## config.mk

```make
export PLATFORM = sky130hd
export DESIGN_NAME = fetch_unit
export DESIGN_NICKNAME = d
export VERILOG_FILES = /design/src/rtl/fetch_unit_pkg.sv /design/src/rtl/fetch_queue.sv /design/src/rtl/fetch_unit.sv
export SDC_FILE = /design/constraint.sdc
export NUM_CORES = 1
export LEC_CHECK = 0
export CAP_MARGIN = 20
export CELL_PAD_IN_SITES_DETAIL_PLACEMENT = 1
export CELL_PAD_IN_SITES_GLOBAL_PLACEMENT = 2
export CORE_MARGIN = 2
export CORE_UTILIZATION = 47
export DETAILED_ROUTE_END_ITERATION = 10
export PLACE_DENSITY_LB_ADDON = 0.1
export RECOVER_POWER = 25
export SETUP_SLACK_MARGIN = 0.3
export SLEW_MARGIN = 20
export SYNTH_ARGS = -nofsm -noshare
export SYNTH_HDL_FRONTEND = slang
export SYNTH_SLANG_ARGS = --single-unit
```

## constraint.sdc

```tcl
create_clock -name clk -period 2.2 [get_ports clk]
set_input_delay 0.55 -clock clk [delete_from_list [all_inputs] [get_ports clk]]
set_output_delay 0.55 -clock clk [all_outputs]
set_load 0.05 [all_outputs]
```

## src/rtl/fetch_unit_pkg.sv

```systemverilog
// Shared sizing constants and types for the instruction fetch unit.
// The queue entry pairs a PC with the instruction word fetched from it.
package fetch_unit_pkg;

    localparam int ROM_DEPTH = 16;
    localparam int INSTR_W   = 32;
    localparam int QDEPTH    = 2;
    localparam int PC_W      = $clog2(ROM_DEPTH);
    localparam int QPTR_W    = $clog2(QDEPTH);
    localparam int CNT_W     = $clog2(QDEPTH + 1);

    typedef struct packed {
        logic [PC_W-1:0]    pc;
        logic [INSTR_W-1:0] word;
    } q_entry_t;

    typedef enum logic [CNT_W-1:0] {
        Q_EMPTY = 2'd0,
        Q_ONE   = 2'd1,
        Q_FULL  = 2'd2
    } q_state_e;

endpackage

```

## src/rtl/fetch_queue.sv

```systemverilog
// Two-entry prefetch FIFO with push, pop and flush.
// The occupancy state doubles as the entry count.
//
// state   | meaning
// Q_EMPTY | no entries held, head invalid
// Q_ONE   | one entry held
// Q_FULL  | both entries held, push only accepted alongside a pop
module fetch_queue
    import fetch_unit_pkg::*;
(
    input  logic             clk,
    input  logic             rst_n,
    input  logic             push,
    input  logic             pop,
    input  logic             flush,
    input  q_entry_t         wr_entry,
    output q_entry_t         rd_entry,
    output logic [CNT_W-1:0] count
);

    q_state_e          state_q, state_d;
    logic [QPTR_W-1:0] wr_ptr_q, wr_ptr_d;
    logic [QPTR_W-1:0] rd_ptr_q, rd_ptr_d;
    q_entry_t          mem_q [QDEPTH];
    q_entry_t          mem_d [QDEPTH];
    logic              do_push;
    logic              do_pop;

    always_comb begin
        do_pop   = pop && (state_q != Q_EMPTY) && !flush;
        do_push  = push && !flush && ((state_q != Q_FULL) || do_pop);
        state_d  = state_q;
        wr_ptr_d = wr_ptr_q;
        rd_ptr_d = rd_ptr_q;
        mem_d    = mem_q;

        if (flush) begin
            state_d  = Q_EMPTY;
            wr_ptr_d = '0;
            rd_ptr_d = '0;
        end else begin
            if (do_push) begin
                mem_d[wr_ptr_q] = wr_entry;
                wr_ptr_d        = wr_ptr_q + 1'b1;
            end
            if (do_pop) begin
                rd_ptr_d = rd_ptr_q + 1'b1;
            end
            case (state_q)
                Q_EMPTY: if (do_push) state_d = Q_ONE;
                Q_ONE: begin
                    if (do_push && !do_pop)      state_d = Q_FULL;
                    else if (do_pop && !do_push) state_d = Q_EMPTY;
                end
                Q_FULL:  if (do_pop && !do_push) state_d = Q_ONE;
                default: state_d = Q_EMPTY;
            endcase
        end
    end

    always_ff @(posedge clk or negedge rst_n) begin
        if (!rst_n) begin
            state_q  <= Q_EMPTY;
            wr_ptr_q <= '0;
            rd_ptr_q <= '0;
            mem_q    <= '{default: '0};
        end else begin
            state_q  <= state_d;
            wr_ptr_q <= wr_ptr_d;
            rd_ptr_q <= rd_ptr_d;
            mem_q    <= mem_d;
        end
    end

    assign rd_entry = mem_q[rd_ptr_q];
    assign count    = state_q;

endmodule

```

## src/rtl/fetch_unit.sv

```systemverilog
// Instruction fetch: writable ROM, PC register and redirect handling
// feeding a small prefetch queue towards the decoder.
module fetch_unit
    import fetch_unit_pkg::*;
(
    input  logic               clk,
    input  logic               reset,
    input  logic               rom_we,
    input  logic [PC_W-1:0]    rom_waddr,
    input  logic [INSTR_W-1:0] rom_wdata,
    input  logic               redirect_valid,
    input  logic [PC_W-1:0]    redirect_target,
    input  logic               instr_ready,
    output logic               instr_valid,
    output logic [INSTR_W-1:0] instr_data,
    output logic [PC_W-1:0]    instr_pc,
    output logic [PC_W-1:0]    fetch_pc,
    output logic [CNT_W-1:0]   queue_count
);

    logic [INSTR_W-1:0] rom_mem [ROM_DEPTH];
    logic [PC_W-1:0]    fetch_pc_q, fetch_pc_d;
    logic               push;
    logic               pop;
    q_entry_t           wr_entry;
    q_entry_t           head;

    // ROM is deliberately not reset; writes are dropped while reset is held.
    always_ff @(posedge clk) begin
        if (reset && rom_we) begin
            rom_mem[rom_waddr] <= rom_wdata;
        end
    end

    always_comb begin
        pop           = instr_valid && instr_ready;
        push          = !redirect_valid &&
                        ((queue_count != CNT_W'(QDEPTH)) || pop);
        wr_entry.pc   = fetch_pc_q;
        wr_entry.word = rom_mem[fetch_pc_q];
        fetch_pc_d    = fetch_pc_q;
        if (redirect_valid) begin
            fetch_pc_d = redirect_target;
        end else if (push) begin
            fetch_pc_d = fetch_pc_q + 1'b1;
        end
    end

    always_ff @(posedge clk or negedge reset) begin
        if (!reset) begin
            fetch_pc_q <= '0;
        end else begin
            fetch_pc_q <= fetch_pc_d;
        end
    end

    fetch_queue u_queue (
        .clk      (clk),
        .rst_n    (reset),
        .push     (push),
        .pop      (pop),
        .flush    (redirect_valid),
        .wr_entry (wr_entry),
        .rd_entry (head),
        .count    (queue_count)
    );

    assign instr_valid = (queue_count != '0);
    assign instr_data  = head.word;
    assign instr_pc    = head.pc;
    assign fetch_pc    = fetch_pc_q;

endmodule
```

Word-level counts from Yosys, hierarchy flattened
Memories as Yosys holds them, arrays and structs flattened.
Cells that the tools add are included.
{"block": "word_totals", "inputBits": 45, "wordCells": 66, "n_memories": 1, "register_bits": 80, "ram_bits": 512}
{"memory": "rom_mem", "depth": 16, "width": 32, "rd": 1, "rd_ports_with_merged_regs": 0, "write_ports": 1, "line": "fetch_unit.sv:21", "text": "logic [INSTR_W-1:0] rom_mem [ROM_DEPTH];"}
{"block": "op_classes", "n_mux": 20, "order_cmp": 3, "bitwise": 3, "reduce_logical": 22, "eq_ne": 6, "add_sub_neg": 3}
{"cell": "36-bit 2-to-1 mux", "n": 4}
{"cell": "72-bit bitwise mux", "n": 1}
{"cell": "36-bit demux with 1-bit select", "n": 1}
{"cell": "1-bit logical AND", "n": 10}
{"cell": "2-bit 2-to-1 mux", "n": 5}
{"cell": "4-bit 2-to-1 mux", "n": 2}
{"cell": "2-bit nonzero test", "n": 4}
{"cell": "1-bit 2-to-1 mux", "n": 6}
{"cell": "3-bit by 2-bit != test with 1-bit output (second input constant)", "n": 2}
{"cell": "2-bit case mux with 3 select lines", "n": 1}
{"cell": "4-bit by 1-bit adder with 4-bit output (second input constant)", "n": 1}
{"cell": "2-bit >= comparator (second input constant)", "n": 2}
{"cell": "4-bit by 2-bit != test with 1-bit output (second input constant)", "n": 1}
{"cell": "1-bit inverter with 2-bit output", "n": 2}
{"cell": "1-bit logical NOT", "n": 3}
{"cell": "3-bit AND reduction", "n": 1}
{"cell": "1-bit adder (second input constant)", "n": 2}
{"cell": "2-bit by 1-bit == test with 1-bit output (second input constant)", "n": 1}
{"cell": "2-bit == test (second input constant)", "n": 1}
{"cell": "2-bit logical NOT", "n": 1}
{"cell": "1-bit logical OR", "n": 2}
{"cell": "2-bit by 1-bit < comparator with 1-bit output (second input constant)", "n": 1}
{"cell": "2-bit != test (second input constant)", "n": 1}
{"cell": "2-bit AND reduction", "n": 1}
{"cell": "1-bit inverter", "n": 1}

Logic depth before layout (Yosys ltp)
{"block": "logic_depth", "word_depth": 12, "ltp_mapped": 7, "mapped_depth_nobuf": 4}

Modules after synthesis
Synthesis repeated with hierarchy kept, for this count alone.
{"block": "unflattened", "hier_cells": 1057, "area_unflattened_um2": 22979.5}
{"module": "fetch_unit", "cells_per_inst": 838, "seq_area_each_um2": 15474.8, "n_inst": 1, "area_each_um2": 19483.7}
{"module": "fetch_queue", "cells_per_inst": 219, "seq_area_each_um2": 1901.8, "n_inst": 1, "area_each_um2": 3495.9}

Worst setup path before layout
Ideal clock, no wire load.
{"block": "synth_path", "path_type": "input port to flip-flop", "from": "in rom_waddr[2]", "to": "mem rom_mem[0][0] (enable)", "n_path_buf": 0, "path_stages": 2, "setup_ps": 461, "arrival_ps": 3189, "required_ps": 1739, "setup_slack_ps": -1450, "cell_sequence": "or3_1 -> nor3_1"}
{"item": "from (decl)", "line": "fetch_unit.sv:9", "text": "input logic [PC_W-1:0] rom_waddr,"}
{"item": "to (decl)", "line": "fetch_unit.sv:21"}
Straight into the memory's write port.

Worst setup path in the final report
{"block": "layout_path", "from": "reg u_queue.rd_ptr_q", "to": "out instr_data[3]"}
{"block": "layout_via", "elab_chain_len": 4}
{"item": "from (decl)", "line": "fetch_queue.sv:23", "text": "logic [QPTR_W-1:0] rd_ptr_q, rd_ptr_d;"}
{"item": "from (signal assigned)", "line": "fetch_queue.sv:70", "text": "rd_ptr_q <= rd_ptr_d;"}
{"item": "1-bit inverter with 2-bit output (implied by the code)", "line": "fetch_queue.sv:75", "text": "assign rd_entry = mem_q[rd_ptr_q];"}
{"item": "36-bit 2-to-1 mux (implied by the code) (3 in a row)", "line": "fetch_queue.sv:75"}
{"item": "to (decl)", "line": "fetch_unit.sv:15", "text": "output logic [INSTR_W-1:0] instr_data,"}
Every way passes these cells. The select of a mux whose other input is x is not followed.

==> impl_metrics.py <==
metrics = {
    "synthesis": {
        "synth_most_common_cell": "edfxtp_1",
        "synthArstFlopShare": 0.135,
        "synth_cell_type_count": 44,
        "synth_edf_count": 512,
        "postSynthAreaPerCell_sq_um": 19.8,
        "yosysWarnings": 0,
        "syn-num-nets": 1215,
        "syn_area_sq_um": 23200,
        "ys_seq_elements": 592,
        "yosysTopAreaCellShare": 0.664,
        "yosysSeqAreaShare": 0.751,
        "yosys.area.top_type": "edfxtp_1",
        "synth_cells": 1169,
        "synth_common_cells": "edfxtp_1, mux4_2, mux2_2, dfrtp_1, nand3_1",
        "synth_area_leaders": "edfxtp_1, mux4_2, dfrtp_1",
        "yosys_most_used_dff": "edfxtp_1",
    },
    "placed_design": {
        "port_buffers": 87,
        "hpwl_microns": 35800,
        "place_congestion": 0.746,
        "dpl.cell_count": 1960,
    },
    "floorplanning": {
        "std_cell_rows": 81,
        "die_y_microns": 226,
        "dieArea_sq_um": 51100,
        "ioPinCount": 88,
        "core-area_sq_um": 48700,
        "initial_core_util": 0.475,
        "die_w_microns": 226,
    },
    "pwr": {
        "powerDensity_nw_per_um2": 1010,
        "vdd.ir_drop.worst_mv": 0.886,
        "clock_power_share": 0.333,
        "seq_power_share": 0.438,
        "internal-power_mw": 22.0,
        "combPwrFrac": 0.229,
        "p_sw_frac": 0.270,
        "leakage_nw": 10.6,
        "power_switching_mw": 8.15,
    },
    "clocking": {
        "clkSinkCount": 592,
        "cts_tree": "built",
        "clock_latency_ns": 0.63,
        "cts-root-buf": "clkbuf_16",
        "cts_buffers": 61,
        "h-tree-depth": 2,
        "ctsHoldBuffers": 0,
        "cts.path.max_buffers": 3,
        "cts.clk_slew.worst_paths_ns": 0.06,
    },
    "critical_path": {
        "cp-end-kind": "output pin",
        "critPathRequiredTime_ns": 1.65,
        "criticalPathCategory": "flip-flop to output pin",
        "worst_r2r_path_depth": 7,
        "crit_arrival_ns": 1.90,
        "r2r-end": "u_queue.mem_q[61]",
        "cp_max_fo": 9,
        "crit_path_start_kind": "flip-flop",
        "reg2reg_slack_ns": 0.03,
        "r2r_start": "fetch_pc[1]",
    },
    "min_path": {
        "whs_path_depth": 2,
        "hold_path_class": "flip-flop to flip-flop",
        "min-delay-start": "u_queue.mem_q[41]",
        "min_to": "u_queue.mem_q[41]",
    },
    "sta": {
        "setup_violations": 36,
        "holdWs_ns": 0.480,
        "worst_slack_ns": -0.251,
        "final_hold_viol_count": 0,
        "period_share": 1.11,
        "clock_skew_ns": 0.0150,
        "relSlewSlack": 0.261,
        "fin_crit_ns": 2.45,
        "slew_viol_final": 0,
        "max_freq_ghz": 0.408,
        "tightest_slew_ns": 1.11,
        "rsz0062_at_grt": "yes",
    },
    "drt": {
        "final_antenna_net_count": 0,
        "postRouteWirelength_microns": 61200,
        "wl_per_cell_microns": 28.4,
        "drt_iter0_drc": 977,
        "drc_errors": 0,
        "num_vias": 12300,
        "dr.pass1.iters": 5,
        "via_per_inst": 5.69,
    },
    "grt": {
        "grt_max_degree": 69,
        "grt-ovfl-total": 0,
        "grt_pass1_wl_microns": 89600,
        "grt_antenna_before_repair": 1,
        "grt_use_total": 0.245,
        "first_global_vias": 13500,
    },
    "finish": {
        "drive_gt1_frac": 0.431,
        "layout.cells.non_filler": 2156,
        "final_net_count": 1484,
        "fillerInstances": 4067,
        "area.growth.synth_to_final_pct": 29.6,
    },
    "outcome": {
        "outcome": "finished, violations left",
        "failed_checks": "setup timing",
    },
    "flow_run": {
        "maxCapViolations": 0,
    },
}
==> registers in the layout, summed over array words and instances, names as in the netlist <==
signal / cells
rom_mem: 512
u_queue.mem_q: 72
fetch_pc: 4
u_queue.count: 2
u_queue.rd_ptr_q: 1
u_queue.wr_ptr_q: 1
==> worst max-delay path: stages (launching register included) <==
cell and delay, ns:
dfrtp_2 0.41, buf_6 0.15, buf_16 0.17, mux2_2 0.38
buf_6 0.16
==> layout by cell type, fill, tap and decap left out, types with 5 or more instances in the layout <==
master | synthesis | layout
mux2i_1 | 45 | 45
clkbuf_8 | 0 | 8
nor3_4 | 0 | 5
a22o_1 | 7 | 7
a221o_1 | 14 | 14
clkbuf_16 | 0 | 63
o31ai_1 | 16 | 8
mux2_4 | 19 | 75
nand2_1 | 50 | 47
buf_4 | 12 | 75
clkbuf_1 | 19 | 22
mux2_2 | 81 | 25
edfxtp_1 | 512 | 512
buf_6 | 8 | 55
nand3_4 | 0 | 5
buf_12 | 1 | 64
dfrtp_1 | 80 | 73
clkinv_2 | 0 | 15
buf_8 | 2 | 25
nor2_1 | 20 | 5
o21ai_0 | 9 | 5
o21ai_1 | 1 | 5
nand3_1 | 71 | 23
a22oi_2 | 0 | 23
clkdlybuf4s50_1 | 0 | 28
dlygate4sd3_1 | 0 | 15
o31ai_2 | 0 | 8
nand3_2 | 0 | 43
buf_16 | 0 | 6
nand2b_1 | 5 | 5
nor2_4 | 0 | 13
mux4_2 | 96 | 96
o22ai_1 | 9 | 5
==> power groups by stage <==
stage,registers (mW),clock network (mW),logic (mW)
2_1_floorplan,13.3,0,3.59
3_3_place_gp,13.4,0,5.21
3_5_place_dp,13.4,0,5.29
4_1_cts,13.2,10.2,6.46
5_1_grt,13.3,10.6,7.28
6_report,13.2,10.0,6.91
==> cells by family after synthesis <==
family / Yosys count / synth area share
multiplexers: 241 / 0.165
AO/OA/AOI/OAI: 86 / 0.0283
buffers and inverters: 74 / 0.0195
flip-flops: 592 / 0.751
adder cells (fa/ha/maj): 1 / 0.000540
AND/OR/NAND/NOR: 170 / 0.0347
XOR/XNOR: 5 / 0.00189
==> layout make-up <==
cell class                 count  area [sq um]  share of cell area
antenna                        2          5.00            0.000167
clock buffer                  87          1700              0.0568
clock inverter                28           233             0.00776
inverter                       2          7.51            0.000250
multi-input combinational    503          6220               0.207
sequential                   592         17400               0.580
tap                          664           831              0.0277
timing repair buffer         278          3600               0.120
==> through the flow <==
| stage | power (mW) | util | area, sq um | setup slack (ns) | TNS, ns |
|---|---|---|---|---|---|
| 2_1_floorplan | 16.9 | - | 23400 | -0.0461 | -1.94 |
| 3_3_place_gp | 18.6 | 0.533 | 26000 | -0.230 | -76.64 |
| 3_5_place_dp | 18.7 | 0.533 | 26000 | -0.272 | -80.05 |
| 4_1_cts | 29.9 | 0.605 | 29500 | -0.300 | -9.76 |
| 5_1_grt | 31.2 | 0.615 | 30000 | -0.302 | -9.52 |
| 6_report | 30.2 | 0.615 | 30000 | -0.251 | -7.56 |
==> worst max path at each step <==
stage	from	end	slack, ns	cells past startpoint
floorplan	rom_waddr[2]	rom_mem[0][0]	-0.05	2
global placement	rom_we	rom_mem[2][6]	-0.23	6
detailed placement	fetch_pc[2]	u_queue.mem_q[5]	-0.27	5
CTS	u_queue.rd_ptr_q	instr_data[9]	-0.30	3
global route	u_queue.rd_ptr_q	instr_data[3]	-0.30	4
finish	u_queue.rd_ptr_q	instr_data[3]	-0.25	4
==> timing repair <==
action	in CTS	in global routing
endpoints found under the setup margin	107	107
gates resized for setup	213	85
buffers inserted	52	16
pin swaps	67	22
gates cloned	8	3
==> metal layers <==
metal,GRT usage,vias up,wire length [microns]
met3,0.0467,90,3120
met2,0.397,299,29800
li1,-,5283,-
met4,0.0701,0,1410
met1,0.340,6599,26800
met5,0,-,0
(Power assumes the default switching activity.)
